==> config.mk <==
export PLATFORM = sky130hd
export DESIGN_NAME = debounce_en
export DESIGN_NICKNAME = d
export VERILOG_FILES = /design/src/rtl/debounce_en.sv
export SDC_FILE = /design/constraint.sdc
export NUM_CORES = 1
export LEC_CHECK = 0
export BUFFER_PORTS_ARGS = -buffer_cell sky130_fd_sc_hd__buf_2
export CAP_MARGIN = 20
export CORE_UTILIZATION = 40
export CTS_CLUSTER_SIZE = 14
export DETAILED_ROUTE_END_ITERATION = 6
export PLACE_DENSITY = 0.62
export SYNTH_ARGS = -nofsm -noshare
export SYNTH_HDL_FRONTEND = slang
export SYNTH_SLANG_ARGS = --single-unit
==> constraint.sdc <==
create_clock -name clk -period 2.93 [get_ports clk]
set_input_delay 0.4395 -clock clk [delete_from_list [all_inputs] [get_ports clk]]
set_output_delay 0.4395 -clock clk [all_outputs]
set_load 0.03 [all_outputs]
==> src/rtl/debounce_en.sv <==
// ============================================================================
// Module   : debounce_en
// Purpose  : Synchronises and debounces a raw level. The outputs are the clean
//            level q, a one-cycle enable pulse en, and rise/fall edge strobes.
// Options  : DB_TOGGLE_EN - q toggles on each accepted rising change
//            (push-on/push-off mode).
// Revision : 1.0 - initial release
// ============================================================================
`default_nettype none

module debounce_en #(
  parameter int SYNC_STAGES   = 2,
  parameter int STABLE_CYCLES = 1000,
  parameter int CNT_W         = 10
) (
  input  logic clk,
  input  logic rst,
  input  logic din,
  output logic q,
  output logic en,
  output logic rise,
  output logic fall
);

  localparam logic [1:0] c_low_stable  = 2'd0;
  localparam logic [1:0] c_low_check   = 2'd1;
  localparam logic [1:0] c_high_stable = 2'd2;
  localparam logic [1:0] c_high_check  = 2'd3;

  localparam logic [CNT_W-1:0] c_cnt_last = CNT_W'(STABLE_CYCLES - 1);
  localparam logic [CNT_W-1:0] c_cnt_one  = CNT_W'(1);

  logic [SYNC_STAGES-1:0] r_sync;
  logic                   w_s;
  logic [1:0]             r_state;
  logic [1:0]             w_state_nxt;
  logic [CNT_W-1:0]       r_cnt;
  logic [CNT_W-1:0]       w_cnt_nxt;
  logic                   w_acc_rise;
  logic                   w_acc_fall;
  logic                   w_pulse;
  logic                   w_q_nxt;
  logic                   r_q;
  logic                   r_en;
  logic                   r_rise;
  logic                   r_fall;

  always_ff @(posedge clk or negedge rst) begin
    if (!rst) begin
      r_sync <= '0;
    end else begin
      r_sync <= {r_sync[SYNC_STAGES-2:0], din};
    end
  end

  assign w_s = r_sync[SYNC_STAGES-1];

  // The state tracks the debounced input level, which can differ from q in
  // toggle mode.
  always_comb begin
    w_state_nxt = r_state;
    w_cnt_nxt   = r_cnt;
    w_acc_rise  = 1'b0;
    w_acc_fall  = 1'b0;
    case (r_state)
      c_low_stable: begin
        if (w_s) begin
          w_state_nxt = c_low_check;
          w_cnt_nxt   = c_cnt_one;
        end else begin
          w_cnt_nxt   = '0;
        end
      end
      c_low_check: begin
        if (!w_s) begin
          w_state_nxt = c_low_stable;
          w_cnt_nxt   = '0;
        end else if (r_cnt == c_cnt_last) begin
          w_state_nxt = c_high_stable;
          w_cnt_nxt   = '0;
          w_acc_rise  = 1'b1;
        end else begin
          w_cnt_nxt   = r_cnt + c_cnt_one;
        end
      end
      c_high_stable: begin
        if (!w_s) begin
          w_state_nxt = c_high_check;
          w_cnt_nxt   = c_cnt_one;
        end else begin
          w_cnt_nxt   = '0;
        end
      end
      c_high_check: begin
        if (w_s) begin
          w_state_nxt = c_high_stable;
          w_cnt_nxt   = '0;
        end else if (r_cnt == c_cnt_last) begin
          w_state_nxt = c_low_stable;
          w_cnt_nxt   = '0;
          w_acc_fall  = 1'b1;
        end else begin
          w_cnt_nxt   = r_cnt + c_cnt_one;
        end
      end
      default: begin
        w_state_nxt = c_low_stable;
        w_cnt_nxt   = '0;
      end
    endcase
  end

`ifdef DB_TOGGLE_EN
  assign w_pulse = w_acc_rise;
  assign w_q_nxt = w_acc_rise ? ~r_q : r_q;
`else
  assign w_pulse = w_acc_rise | w_acc_fall;
  assign w_q_nxt = w_acc_rise ? 1'b1 : (w_acc_fall ? 1'b0 : r_q);
`endif

  always_ff @(posedge clk or negedge rst) begin
    if (!rst) begin
      r_state <= c_low_stable;
      r_cnt   <= '0;
      r_q     <= 1'b0;
      r_en    <= 1'b0;
      r_rise  <= 1'b0;
      r_fall  <= 1'b0;
    end else begin
      r_state <= w_state_nxt;
      r_cnt   <= w_cnt_nxt;
      r_q     <= w_q_nxt;
      r_en    <= w_pulse;
      r_rise  <= w_pulse & w_q_nxt;
      r_fall  <= w_pulse & ~w_q_nxt;
    end
  end

  assign q    = r_q;
  assign en   = r_en;
  assign rise = r_rise;
  assign fall = r_fall;

endmodule

`default_nettype wire

==> flow_summary.json <==
{
  "synthAdderAreaFrac_pct": 1.520,
  "synth_nets": 80,
  "ctsHtreeMaxLevel": 1,
  "setup_viol": 0,
  "fp.dieArea_mm2": 0.002243,
  "synth_area_leaders": "dfrtp_1 55%, nor2_1 4.6%, xnor2_1 4.3%",
  "synth_edf_count": 0,
  "synth_mux_area_share_pct": 1.368,
  "avgSynthCellArea_um2": 10.83,
  "core_region_area_mm2": 0.001942,
  "synth_top_family_by_area": "simple AND/OR/NAND/NOR gates",
  "detailed_place_hpwl_um": 992.1,
  "worstSetupPathType": "register to register",
  "synth_ff_type": "dfrtp_1",
  "final_core_util_pct": 47.55,
  "fin_ws_ns": 1.319,
  "synth_top_area_cell": "dfrtp_1",
  "whs_ns": 0.04478,
  "hold_buffers": 0,
  "cap_violations": 0,
  "powerDensity_mw_per_mm2": 460.9,
  "ys_warn_count": 0,
  "power.leakage_nw": 0.3938,
  "vdd_ir_drop_max_uv": 313.3,
  "final_cells": 113,
  "drt_iter0_markers": 0,
  "place_congestion": 0.8217,
  "synth_xor_area_share_pct": 6.383,
  "grt_pass1_wl_mm": 2.339,
  "drive_gt1_share_pct": 18.60,
  "clockBufferDepth": 2,
  "grt_max_degree": 19,
  "row_count": 16,
  "antenna_found_initial": 0,
  "synth_cell_types": 33,
  "first_pass_iters": 1,
  "antenna_cells": 0,
  "min_period_ns": 1.611,
  "die_w_um": 47.37,
  "cp_max_fo": 5,
  "async_reset_ff_share_pct": 100.0,
  "clk_pin_slew_worst_paths_ns": 0.10,
  "ys_seq_area_share_pct": 54.71,
  "fmax_ghz": 0.6208,
  "clock_latency_ns": 0.29,
  "overflow": 0,
  "relSlewSlack_pct": 74.70,
  "placed_area_um2": 887.1,
  "power_mw": 0.4256,
  "synth-simple-area-share_pct": 26.14,
  "numCtsBuffers": 3,
  "routed_wl_mm": 1.368,
  "cp.required_ns": 3.16,
  "dp_slack_ns": 1.342,
  "yosysTopAreaCellShare_pct": 54.71,
  "groute.usage.overall_pct": 15.70,
  "netlist_instances": 76,
  "cts_tree": "built",
  "cts_root_buffer": "clkbuf_4",
  "cts_resized": 0,
  "finalNetCount": 91,
  "ys_seq_elements": 18,
  "outcome": "finished clean",
  "io_buffers": 6,
  "cts_setup_buffers": 0,
  "ys_top_cells_by_count": "18 x dfrtp_1, 10 x nor2_1, 6 x nand3_1",
  "num_io_pins": 7,
  "tightest_slew_ns": 0.3795,
  "hold_viol": 0,
  "dp.cells": 109,
  "drv_slew": 0,
  "finClkSkew_ns": 0.002414,
  "crit_path_end_kind": "register",
  "tns_ns": 0,
  "num_vias": 560,
  "synth_compound_gate_area_share_pct": 8.967,
  "clkSinkCount": 18,
  "die_h_um": 47.37,
  "yosys.cell_count.top_type": "dfrtp_1",
  "ant_nets": 0,
  "grt_pass1_vias": 525,
  "syn_area_um2": 823.3,
  "drc": 0,
  "start_util_pct": 42.40,
  "cp.arrival_ns": 1.84,
  "syn_to_final_growth_pct": 12.16,
  "stdcell_area_um2": 923.4,
  "grt_setup_unrepaired": "no",
  "start_kind": "register",
  "detail_route.wl_per_cell_um": 12.11,
  "min_path_type": "input port to async pin",
  "viasPerCell": 4.956,
  "period_share_pct": 54.98
}
## critical path: stages, from the launching register on
cell and delay (ns):
dfrtp_1 0.43, ha_1 0.28, and4b_1 0.25, and3_4 0.21
or2_4 0.25, nor2_1 0.12
## cell families (layout without fill, tap and decap cells)
| kind of cell | Yosys count | in the layout |
|---|---|---|
| XOR/XNOR | 6 | 6 |
| adder cells (fa/ha/maj) | 1 | 1 |
| AO/OA/AOI/OAI | 11 | 11 |
| multiplexers | 1 | 1 |
| AND/OR/NAND/NOR | 37 | 37 |
| flip-flops | 18 | 18 |
| buffers and inverters | 2 | 12 |
## final cells by class
class	instances	area [um^2]
Fill cell	200	1018
Sequential cell	18	450.4
Multi-Input combinational cell	56	365.4
Clock buffer	4	36.28
Tap cell	27	33.78
Timing Repair Buffer	6	30.03
Inverter	2	7.507
## layout by cell type (no fill, tap or decap), types with 2 or more instances in the layout
| master | count |
|---|---|
| nand2_1 | 4 |
| nand3_1 | 6 |
| clkbuf_4 | 3 |
| dfrtp_1 | 18 |
| xor2_1 | 2 |
| a31oi_1 | 2 |
| a21oi_1 | 2 |
| o21ai_0 | 2 |
| buf_2 | 6 |
| nor2_1 | 10 |
| xnor2_1 | 4 |
| nor3b_1 | 2 |
| inv_1 | 2 |
## report_power, final
group          switching, mW  internal, mW
combinational        0.00985       0.00621
clock                 0.0767        0.0758
sequential           0.00494         0.252
total                 0.0915         0.334
## metal layers
layer / share of wire (%) / vias up / global-route usage [%]
li1: - / 289 / -
met1: 51 / 258 / 21.20
met2: 44 / 8 / 23.29
met3: 2.3 / 5 / 2.308
met4: 2.6 / 0 / 10.29
met5: 0 / - / 0
## worst paths after layout
path                            from        end  slack, ns  cells past startpoint
setup reg to reg            r_cnt[0]   r_cnt[4]       1.32                      5
hold reg to reg            r_sync[0]  r_sync[1]       0.36                      0
max in group asynchronous        rst          q       2.61                      1
hold / removal                   rst   r_cnt[8]       0.04                      1
setup / recovery            r_cnt[0]   r_cnt[4]       1.32                      5
min in group clk                 din  r_sync[0]       0.25                      1
## state kept, by name (all words and copies together), names as in the netlist, named ones only
| name | flops |
|---|---|
| q | 1 |
| rise | 1 |
| r_cnt | 10 |
| fall | 1 |
| r_sync | 2 |
| en | 1 |
| r_state | 1 |
Power figures use the tool's default switching activity.
